## src/rtl/eth_frame_rx_if.sv

```systemverilog
// eth_frame_rx_if: groups the receive byte stream with the decoded header, payload and status outputs.
// Ports: rxd/rx_dv (byte stream in); dmac/smac/ether_type/hdr_valid; pld_data/pld_valid/pld_last;
//        frm_done/frm_ok/err_*; frm_cnt/err_cnt. master = stream source/observer, slave = receiver.
interface eth_frame_rx_if;
  logic [7:0]  rxd;
  logic        rx_dv;
  logic [47:0] dmac;
  logic [47:0] smac;
  logic [15:0] ether_type;
  logic        hdr_valid;
  logic [7:0]  pld_data;
  logic        pld_valid;
  logic        pld_last;
  logic        frm_done;
  logic        frm_ok;
  logic        err_pre;
  logic        err_short;
  logic        err_long;
  logic        err_crc;
  logic [15:0] frm_cnt;
  logic [15:0] err_cnt;

  modport master (
    output rxd, rx_dv,
    input  dmac, smac, ether_type, hdr_valid, pld_data, pld_valid, pld_last,
    input  frm_done, frm_ok, err_pre, err_short, err_long, err_crc, frm_cnt, err_cnt
  );

  modport slave (
    input  rxd, rx_dv,
    output dmac, smac, ether_type, hdr_valid, pld_data, pld_valid, pld_last,
    output frm_done, frm_ok, err_pre, err_short, err_long, err_crc, frm_cnt, err_cnt
  );
endinterface

```

## src/rtl/eth_frame_rx.sv

```systemverilog
// eth_frame_rx: Ethernet frame receiver - preamble/SFD check, header capture, payload stream with FCS stripping,
// CRC-32 check, frame status and saturating good/bad frame counters. Latency: payload byte out 5 samples after it
// arrives, frm_done the cycle after rx_dv falls. No backpressure. Ports: clk, rst_n, bus (eth_frame_rx_if.slave).
module eth_frame_rx #(
  parameter int MIN_PLD = 46,
  parameter int MAX_PLD = 1500
) (
  input  logic          clk,
  input  logic          rst_n,
  eth_frame_rx_if.slave bus
);

  localparam logic [7:0]  PRE_B       = 8'h55;
  localparam logic [7:0]  SFD_B       = 8'hD5;
  localparam logic [31:0] CRC_POLY    = 32'hEDB88320;
  localparam logic [31:0] CRC_RESIDUE = 32'hDEBB20E3;
  localparam logic [15:0] MIN_W       = 16'(MIN_PLD);
  localparam logic [15:0] MAX_W       = 16'(MAX_PLD);

  typedef enum logic [2:0] {IDLE, PRE, HDR, BODY, DROP} state_t;

  state_t         state_q, state_d;
  logic [3:0]     pre_cnt_q;
  logic [3:0]     hdr_cnt_q;
  logic [103:0]   hdr_sh_q;
  logic [4:0][7:0] line_q;
  logic [2:0]     line_cnt_q;
  logic [15:0]    pld_cnt_q;
  logic [31:0]    crc_q;
  logic           pre_l_q;
  logic           long_l_q;

  logic line_full, at_max;
  logic hdr_take, hdr_fire, push, emit, emit_last, done;
  logic set_pre, set_long;
  logic f_pre, f_short, f_long, f_crc;

  assign line_full = (line_cnt_q == 3'd5);
  assign at_max    = (pld_cnt_q >= MAX_W);

  // Reflected CRC-32 step over one byte, LSB first.
  function automatic logic [31:0] crc_byte(input logic [31:0] c, input logic [7:0] d);
    logic [31:0] r;
    r = c ^ {24'h0, d};
    for (int k = 0; k < 8; k++) begin
      r = r[0] ? ((r >> 1) ^ CRC_POLY) : (r >> 1);
    end
    return r;
  endfunction

  // State register
  always_ff @(posedge clk or negedge rst_n) begin
    if (!rst_n) state_q <= IDLE;
    else        state_q <= state_d;
  end

  // Next-state logic
  always_comb begin
    state_d = state_q;
    case (state_q)
      IDLE: if (bus.rx_dv) state_d = (bus.rxd == PRE_B) ? PRE : DROP;
      PRE: begin
        if (!bus.rx_dv)                                    state_d = IDLE;
        else if (bus.rxd == PRE_B) begin
          if (pre_cnt_q == 4'd7)                           state_d = DROP; // eighth 0x55
        end
        else if (bus.rxd == SFD_B && pre_cnt_q == 4'd7)    state_d = HDR;
        else                                               state_d = DROP;
      end
      HDR: begin
        if (!bus.rx_dv)               state_d = IDLE;
        else if (hdr_cnt_q == 4'd13)  state_d = BODY;
      end
      BODY: begin
        if (!bus.rx_dv)               state_d = IDLE;
        else if (line_full && at_max) state_d = DROP;
      end
      DROP: if (!bus.rx_dv) state_d = IDLE;
      default: state_d = IDLE;
    endcase
  end

  // Per-cycle actions decoded from state and inputs
  always_comb begin
    hdr_take  = 1'b0;
    hdr_fire  = 1'b0;
    push      = 1'b0;
    emit      = 1'b0;
    emit_last = 1'b0;
    done      = 1'b0;
    set_pre   = 1'b0;
    set_long  = 1'b0;
    f_pre     = 1'b0;
    f_short   = 1'b0;
    f_long    = 1'b0;
    f_crc     = 1'b0;
    case (state_q)
      IDLE: if (bus.rx_dv && bus.rxd != PRE_B) set_pre = 1'b1;
      PRE: begin
        if (!bus.rx_dv) begin
          done    = 1'b1;
          f_short = 1'b1;
        end else if (bus.rxd == PRE_B) begin
          if (pre_cnt_q == 4'd7) set_pre = 1'b1;
        end else if (!(bus.rxd == SFD_B && pre_cnt_q == 4'd7)) begin
          set_pre = 1'b1;
        end
      end
      HDR: begin
        if (bus.rx_dv) begin
          hdr_take = 1'b1;
          hdr_fire = (hdr_cnt_q == 4'd13);
        end else begin
          done    = 1'b1;
          f_short = 1'b1;
        end
      end
      BODY: begin
        if (bus.rx_dv) begin
          if (line_full && at_max) begin
            set_long = 1'b1;
          end else begin
            push = 1'b1;
            emit = line_full;
          end
        end else if (line_full) begin
          done = 1'b1;
          if (at_max) begin
            // Emitting the final byte would exceed the payload limit.
            f_long = 1'b1;
          end else begin
            emit      = 1'b1;
            emit_last = 1'b1;
            f_short   = (pld_cnt_q + 16'd1) < MIN_W;
            f_crc     = !f_short && (crc_q != CRC_RESIDUE);
          end
        end else begin
          done    = 1'b1;
          f_short = 1'b1;
        end
      end
      DROP: begin
        if (!bus.rx_dv) begin
          done   = 1'b1;
          f_pre  = pre_l_q;
          f_long = long_l_q;
        end
      end
      default: ;
    endcase
  end

  // Datapath and registered outputs
  always_ff @(posedge clk or negedge rst_n) begin
    if (!rst_n) begin
      pre_cnt_q      <= '0;
      hdr_cnt_q      <= '0;
      hdr_sh_q       <= '0;
      line_q         <= '0;
      line_cnt_q     <= '0;
      pld_cnt_q      <= '0;
      crc_q          <= '0;
      pre_l_q        <= 1'b0;
      long_l_q       <= 1'b0;
      bus.dmac       <= '0;
      bus.smac       <= '0;
      bus.ether_type <= '0;
      bus.hdr_valid  <= 1'b0;
      bus.pld_data   <= '0;
      bus.pld_valid  <= 1'b0;
      bus.pld_last   <= 1'b0;
      bus.frm_done   <= 1'b0;
      bus.frm_ok     <= 1'b0;
      bus.err_pre    <= 1'b0;
      bus.err_short  <= 1'b0;
      bus.err_long   <= 1'b0;
      bus.err_crc    <= 1'b0;
      bus.frm_cnt    <= '0;
      bus.err_cnt    <= '0;
    end else begin
      if (state_q == IDLE)                  pre_cnt_q <= 4'd1;
      else if (state_q == PRE && bus.rx_dv) pre_cnt_q <= pre_cnt_q + 4'd1;

      // Every frame passes through PRE before HDR, so per-frame state is re-armed outside HDR/BODY.
      if (state_q != HDR && state_q != BODY) begin
        crc_q      <= '1;
        hdr_cnt_q  <= '0;
        line_cnt_q <= '0;
        pld_cnt_q  <= '0;
      end else begin
        if (hdr_take || push) crc_q <= crc_byte(crc_q, bus.rxd);
        if (hdr_take) begin
          hdr_cnt_q <= hdr_cnt_q + 4'd1;
          hdr_sh_q  <= {hdr_sh_q[95:0], bus.rxd};
        end
        if (push) begin
          line_q <= {line_q[3:0], bus.rxd};
          if (!line_full) line_cnt_q <= line_cnt_q + 3'd1;
        end
        if (emit) pld_cnt_q <= pld_cnt_q + 16'd1;
      end

      // Header outputs only change on the capture of byte 14.
      if (hdr_fire) begin
        bus.dmac       <= hdr_sh_q[103:56];
        bus.smac       <= hdr_sh_q[55:8];
        bus.ether_type <= {hdr_sh_q[7:0], bus.rxd};
      end
      bus.hdr_valid <= hdr_fire;

      bus.pld_valid <= emit;
      bus.pld_last  <= emit_last;
      if (emit) bus.pld_data <= line_q[4];

      if (done) begin
        pre_l_q  <= 1'b0;
        long_l_q <= 1'b0;
      end else begin
        if (set_pre)  pre_l_q  <= 1'b1;
        if (set_long) long_l_q <= 1'b1;
      end

      bus.frm_done  <= done;
      bus.frm_ok    <= done && !(f_pre || f_short || f_long || f_crc);
      bus.err_pre   <= f_pre;
      bus.err_short <= f_short;
      bus.err_long  <= f_long;
      bus.err_crc   <= f_crc;

      if (done) begin
        if (!(f_pre || f_short || f_long || f_crc)) begin
          if (bus.frm_cnt != 16'hFFFF) bus.frm_cnt <= bus.frm_cnt + 16'd1;
        end else begin
          if (bus.err_cnt != 16'hFFFF) bus.err_cnt <= bus.err_cnt + 16'd1;
        end
      end
    end
  end

endmodule

```

## src/flat_wrapper.sv

```systemverilog
// flat-port wrapper written by rule: the top's interface ports become plain ports
module eth_frame_rx_flat 
#(
  parameter int MIN_PLD = 46,
  parameter int MAX_PLD = 1500
)
  (clk, rst_n, bus_rxd, bus_rx_dv, bus_dmac, bus_smac, bus_ether_type, bus_hdr_valid, bus_pld_data, bus_pld_valid, bus_pld_last, bus_frm_done, bus_frm_ok, bus_err_pre, bus_err_short, bus_err_long, bus_err_crc, bus_frm_cnt, bus_err_cnt);
  eth_frame_rx_if bus_i ();
  input  logic clk;
  input  logic rst_n;
  input wire logic [$bits(bus_i.rxd)-1:0] bus_rxd;
  input wire logic [$bits(bus_i.rx_dv)-1:0] bus_rx_dv;
  output wire logic [$bits(bus_i.dmac)-1:0] bus_dmac;
  output wire logic [$bits(bus_i.smac)-1:0] bus_smac;
  output wire logic [$bits(bus_i.ether_type)-1:0] bus_ether_type;
  output wire logic [$bits(bus_i.hdr_valid)-1:0] bus_hdr_valid;
  output wire logic [$bits(bus_i.pld_data)-1:0] bus_pld_data;
  output wire logic [$bits(bus_i.pld_valid)-1:0] bus_pld_valid;
  output wire logic [$bits(bus_i.pld_last)-1:0] bus_pld_last;
  output wire logic [$bits(bus_i.frm_done)-1:0] bus_frm_done;
  output wire logic [$bits(bus_i.frm_ok)-1:0] bus_frm_ok;
  output wire logic [$bits(bus_i.err_pre)-1:0] bus_err_pre;
  output wire logic [$bits(bus_i.err_short)-1:0] bus_err_short;
  output wire logic [$bits(bus_i.err_long)-1:0] bus_err_long;
  output wire logic [$bits(bus_i.err_crc)-1:0] bus_err_crc;
  output wire logic [$bits(bus_i.frm_cnt)-1:0] bus_frm_cnt;
  output wire logic [$bits(bus_i.err_cnt)-1:0] bus_err_cnt;
  assign bus_i.rxd = bus_rxd;
  assign bus_i.rx_dv = bus_rx_dv;
  assign bus_dmac = bus_i.dmac;
  assign bus_smac = bus_i.smac;
  assign bus_ether_type = bus_i.ether_type;
  assign bus_hdr_valid = bus_i.hdr_valid;
  assign bus_pld_data = bus_i.pld_data;
  assign bus_pld_valid = bus_i.pld_valid;
  assign bus_pld_last = bus_i.pld_last;
  assign bus_frm_done = bus_i.frm_done;
  assign bus_frm_ok = bus_i.frm_ok;
  assign bus_err_pre = bus_i.err_pre;
  assign bus_err_short = bus_i.err_short;
  assign bus_err_long = bus_i.err_long;
  assign bus_err_crc = bus_i.err_crc;
  assign bus_frm_cnt = bus_i.frm_cnt;
  assign bus_err_cnt = bus_i.err_cnt;
  eth_frame_rx #(.MIN_PLD(MIN_PLD), .MAX_PLD(MAX_PLD)) u_core (.clk(clk), .rst_n(rst_n), .bus(bus_i));
endmodule
```

## config.mk

```make
export PLATFORM = sky130hd
export DESIGN_NAME = eth_frame_rx_flat
export DESIGN_NICKNAME = d
export VERILOG_FILES = /design/src/rtl/eth_frame_rx_if.sv /design/src/rtl/eth_frame_rx.sv /design/src/flat_wrapper.sv
export SDC_FILE = /design/constraint.sdc
export NUM_CORES = 1
export LEC_CHECK = 0
export ABC_AREA = 1
export CORE_UTILIZATION = 51
export DETAILED_ROUTE_END_ITERATION = 10
export HOLD_SLACK_MARGIN = 0.02
export PLACE_DENSITY = 0.84
export SLEW_MARGIN = 20
export SYNTH_ARGS = -nofsm -noshare
export SYNTH_HDL_FRONTEND = slang
export SYNTH_SLANG_ARGS = --single-unit
```

## constraint.sdc

```tcl
create_clock -name clk -period 2.2 [get_ports clk]
set_clock_uncertainty 0.1 [all_clocks]
set_input_delay 0.33 -clock clk [delete_from_list [all_inputs] [get_ports clk]]
set_output_delay 0.33 -clock clk [all_outputs]
set_load 0.05 [all_outputs]
```

---- Word level (Yosys, flattened, before mapping) ----
Index checks and enable logic that the tools add are counted.
cells by class
  multiplexer cells ....................... 75
  magnitude comparators ................... 2
  equality and inequality tests ........... 21
  bitwise operators ....................... 11
  add/sub/neg operators ................... 6
  reduce and logical (&&, ||, !) cells .... 29
operators with widths
  operator                                                     number
  2-to-1 mux 32 bit                                            10
  NOT 13 -> 14 bit                                             8
  adder 16 x 1 -> 16 bit, second input constant                3
  2-to-1 mux 3 bit                                             14
  2-to-1 mux 1 bit                                             41
  2-to-1 mux 16 bit                                            2
  != test 16 bit, second input constant                        2
  != test 32 bit, second input constant                        1
  bitwise XOR 32 x 8 -> 32 bit                                 1
  >= comparator 16 x 11 -> 1 bit, second input constant        1
  less-than comparator 16 x 6 -> 1 bit, second input constant  1
  2-to-1 mux 4 bit                                             4
  case mux 3 bit (5 select lines)                              1
  nonzero test 2 bit                                           7
  != test 3 x 2 -> 1 bit, second input constant                4
  adder 4 x 1 -> 4 bit, second input constant                  2
  == test 8 x 7 -> 1 bit, second input constant                1
  == test 8 bit, second input constant                         1
  != test 8 x 7 -> 1 bit, second input constant                1
  logical AND 1 bit                                            7
  == test 3 x 2 -> 1 bit, second input constant                2
  == test 3 bit, second input constant                         2
  != test 2 bit, second input constant                         3
  case mux 1 bit (2 select lines)                              3
  other kinds (14)                                             22
word-level totals
  register bits after elaboration ......... 369

---- Depth between registers and ports, before layout ----
  word-level depth ........................ 19
  depth in mapped cells ................... 20

---- Worst setup path after synthesis ----
No wires, ideal clock.
  kind .................................... reg-to-reg
  start point ............................. register u_core.bus.frm_cnt[0]
  end point ............................... register u_core.bus.frm_cnt[10]
  setup slack ............................. -0.111 ns
  arrival time ............................ 2.145 ns
  setup time .............................. 0.066 ns
  cell stages (with the launch flop) ...... 11
  required time ........................... 2.034 ns
  path through ............................ dfrtp_1 -> ha_1 -> nand3_1 -> inv_1 -> nand2_1 -> nor3_1 -> nand4_1 -> nand4_4 -> buf_6 -> nand2_1 -> nand2_1
between the ends
  word-level cells in the longest chain between the ends .. 2
  elaborated cells between the ends (all ways) .. 3
RTL lines
  item                                                                            RTL line               source
  start: declaration                                                              eth_frame_rx_if.sv:32  output frm_done, frm_ok, err_pre, err_short, err_long, err_crc, frm_cnt, err_cnt
  start signal: assignment                                                        eth_frame_rx.sv:232    if (bus.frm_cnt != 16'hFFFF) bus.frm_cnt <= bus.frm_cnt + 16'd1;
  parallel branches: the longest is 2 deep, another holds adder 16 x 1 -> 16 bit  n/a
Several ways; the timed one is not identified.
A chain may end at the register's enable or synchronous reset.

---- Worst setup path in the final report ----
  start point ............................. register u_core.pld_cnt_q[0]
  end point ............................... register u_core.bus.err_cnt[12]
between the ends
  word-level cells in the longest chain between the ends .. 10
  elaborated cells between the ends (all ways) .. 21
RTL lines
  item                                      RTL line               source
  start: declaration                        eth_frame_rx.sv:28     logic [15:0] pld_cnt_q;
  start signal: assignment                  eth_frame_rx.sv:200    if (emit) pld_cnt_q <= pld_cnt_q + 16'd1;
  adder 16 x 1 -> 16 bit                    eth_frame_rx.sv:134    f_short = (pld_cnt_q + 16'd1) < MIN_W;
  less-than comparator 16 x 6 -> 1 bit      eth_frame_rx.sv:134
  zero test 1 bit                           eth_frame_rx.sv:135    f_crc = !f_short && (crc_q != CRC_RESIDUE);
  logical AND 1 bit                         eth_frame_rx.sv:135
  2-to-1 mux 1 bit (*)                      eth_frame_rx.sv:128    if (at_max) begin
  2-to-1 mux 1 bit (*)                      eth_frame_rx.sv:126    end else if (line_full) begin
  2-to-1 mux 1 bit (*)                      eth_frame_rx.sv:119    if (bus.rx_dv) begin
  2-to-1 mux 1 bit (*)                      eth_frame_rx.sv:97     case (state_q)
  via u_core.f_crc                          eth_frame_rx.sv:36     logic f_pre, f_short, f_long, f_crc;
  logical OR 1 bit (*)                      eth_frame_rx.sv:231    if (!(f_pre || f_short || f_long || f_crc)) begin
  AND reduction 3 bit (no source line) (*)  n/a
  end signal: assignment                    eth_frame_rx.sv:234    if (bus.err_cnt != 16'hFFFF) bus.err_cnt <= bus.err_cnt + 16'd1;
  end: declaration                          eth_frame_rx_if.sv:32
The timed path passes the listed nets; every way through them passes the cells marked *.

==> summary.txt <==
Placement
  • Post-Place Setup Slack: -450 ps
  • Hpwl dp: 26300 um
  • I/O Buffers: 171
  • Placer Congestion: 0.914

Clock tree
  • Root buffer cell: clkbuf_16
  • Skew-Pair Late Insertion Delay: 550 ps
  • CTS Buf Count: 38
  • CTS sink count: 369
  • CTS tree: done
  • Worst-path clk slew: 60 ps
  • Clock buffer depth: 3
  • H-tree Lvls: 2

Final layout
  • Most frequent cells in the layout: nand2_1 (488), dfrtp_1 (359), o21ai_0 (240), inv_1 (200), clkdlybuf4s50_1 (110)
  • Share of cells above drive strength 1: 13.2%
  • Commonest non-fill, non-tap cell in the layout: nand2_1
  • Synth-to-Final Area Change: 27.5%
  • Ant diodes: 0
  • NumNets Final: 2053

Timing
  • Fin crit period: 2440 ps
  • Setup WS post-layout: -240 ps
  • Worst Max-Slew Pin Slew: 625 ps
  • RSZ-0062 raised after global routing: yes
  • Slew Limit Headroom: 58.2%
  • Hold Vio Cnt, Final: 0
  • Slew Limit Fails: 0
  • FMAX: 0.410 GHz
  • Final setup vio count: 33
  • Final Cycle Share: 111%

Setup path
  • Arr. time, crit path: 2820 ps
  • Largest stage delay on the critical path: 440 ps
  • Most used cell, CP: nand2_1
  • Crit Path Category: reg -> reg
  • CP required: 2580 ps
  • CP max-delay cell: dfrtp_2
  • CP Launch Type: flop
  • Crit-path max FO: 6
  • CP Cell Sequence: ha_4 -> nand2_4 -> nor2_4 -> xor2_2 -> nand2_1 -> nand2_1 -> nand2_1 -> nor2_2 -> nand2_2 -> nand2_2 -> inv_4 -> nor2_8 -> nand2_4 -> nand2_4 -> buf_6 -> nand2_2 -> nand2_1
  • Crit path capture type: flop

Global routing
  • GRT Resource Usage Total: 24.3%
  • Vias in the first global route: 12600
  • Pin count of the biggest net entering global routing: 147
  • Initial antenna violation count: 0
  • M1 GR Usage: 32.1%
  • First-pass GRT wire length: 62600 um
  • Met3 Resource Use GR: 4.41%
  • Grt total ovfl: 0
  • Met2 usage: 40.0%
  • Gr busiest metal: met2

Die
  • Die ar.: 0.0322 mm2
  • Core ar.: 0.0307 mm2
  • Initial Util: 52.2%
  • Rows: 64
  • Top Ports: 172
  • Die Y: 179 um
  • Die span in x: 179 um

Min path
  • Worst Hold Class: in -> async

Power and ir drop
  • Cell Pwr Density: 820 mW/mm2
  • Clock network power share: 38.0%
  • Sequential power share: 44.7%
  • Gate power share: 17.3%
  • Static Leak: 9.99 nW
  • Sw Pwr: 4.88 mW
  • P_int: 11.9 mW
  • Pwr Total: 16.8 mW
  • Maximum vdd drop: 0.592 mV
  • Switching part of the total power: 29.1%

Run
  • Max-cap violations: 0

Route
  • Post-DR vias/cell: 5.24
  • Via count: 12900
  • Residual DRC count: 0
  • Initial DRC count: 971
  • Final WL: 39300 um
  • Routed wire length per instance: 16.0 um
  • Drt first pass iters: 8
  • Final antenna-violating net count: 0

Yosys
  • EDFF count, synth: 0
  • Synth warnings: 0
  • Sequential-to-total area share from yosys stat: 57.6%
  • Primary FF master, synth: dfrtp_1
  • Syn Area/Cell: 9.02 um2
  • Synthesized flop and latch total: 369
  • Synthesized netlist cell count: 1779
  • Post-Syn Area: 0.0160 mm2
  • Synth cell types: 43
  • Post-synth ARST share: 100%
  • Syn Nets: 1799

Run status
  • Failing checks: setup timing
  • Outcome: complete, but fails checks
## critical path, delay by kind of cell (launching register included)
kind	cells	cell delay, ps
DFF	1	440
and+or+nand+nor	13	1300
adders and majority gates	1	170
xor gates and xnor gates	1	160
buffers and inverters	2	210
## power by group through the flow
stage	registers (mW)	clock network [mW]	logic, mW
CTS	7.47	6.46	2.78
global route	7.53	6.73	3.12
detailed placement	7.59	0	2.76
finish	7.49	6.37	2.90
global placement	7.58	0	2.68
floorplan	8.19	0	1.07
## flip-flops by register name, summed over array words and instances, names as in the netlist, 3 cells and up
name and flops:
u_core.bus.ether_type 16, u_core.state_q 3, u_core.line_q 40, u_core.hdr_sh_q 104, u_core.bus.dmac 48, u_core.bus.smac 48
u_core.line_cnt_q 3, u_core.crc_q 32, u_core.bus.err_cnt 16, u_core.bus.frm_cnt 16, u_core.hdr_cnt_q 4, u_core.bus.pld_data 8
u_core.pld_cnt_q 16, u_core.pre_cnt_q 4
## synth_stat cells, types with 15 or more instances
cell type    n  area (um2)
a21oi_1     16        80.1
clkbuf_1    51         191
dfrtp_1    369        9230
inv_1      202         758
nand2_1    508        1910
nand3_1     50         250
nand4_1     31         194
nor2_1      79         297
o21ai_0    241        1210
o22ai_1     15        93.8
xnor2_1     40         350
xor2_1      57         499
## worst paths after layout
path	startpoint	to	slack, ps	depth (start not counted)
setup / recovery	u_core.pld_cnt_q[0]	u_core.bus.err_cnt[12]	-240	17
hold / removal	rst_n	u_core.bus.smac[25]	190	2
setup reg to reg	u_core.pld_cnt_q[0]	u_core.bus.err_cnt[12]	-240	17
hold reg to reg	u_core.line_q[3]	u_core.line_q[11]	370	2
max in group asynchronous	rst_n	u_core.bus.dmac[35]	1050	3
min in group clk	u_core.line_q[3]	u_core.line_q[11]	370	2
## layout make-up
class	instances	area (um2)
clock buffer	55	1070
timing repair buffer	285	2790
fill	2357	10300
inverter	210	796
clock inverter	13	161
sequential	369	9250
tap	396	495
multi-input combinational	1129	5890
## logic make-up after synthesis
logic type	after synthesis	share of synthesized area, %
buffers and inverters	282	6.90
AOI/OAI and AO/OA	298	9.82
xor gates and xnor gates	105	6.25
and+or+nand+nor	715	18.7
adders and majority gates	9	0.702
muxes	1	0.0702
DFF	369	57.6
## per-layer routing
layer / routed length [um] / part of all wire (%) / vias up
met2: 19300 / 49 / 415
met4: 1370 / 3.5 / 0
met1: 16300 / 41 / 6238
met5: 0 / 0 / -
met3: 2330 / 5.9 / 92
li1: - / - / 6127
## stage by stage
stage                     TNS, ps  instance area [um2]  cells  utilization [%]  hold WS, ps
after detailed placement    -8510                18900   2381             61.6          170
after global placement      -4010                18900   2381             61.6          167
final                       -6310                20400   2457             66.5          187
after global routing       -11350                20400   2457             66.5          212
after floorplan                 0                16000   1779                -        -65.6
after CTS                   -2470                20200   2451             65.6          188
## timing repair
item / in CTS / in global routing
resized for setup: 47 / 65
pin swaps: 5 / 18
setup endpoints to repair: 70 / 124
cloned: 1 / 1
setup buffers: 0 / 5
hold endpoints to repair: 103 / 0
hold buffers: 1 / 0
Power figures use the tool's default switching activity.
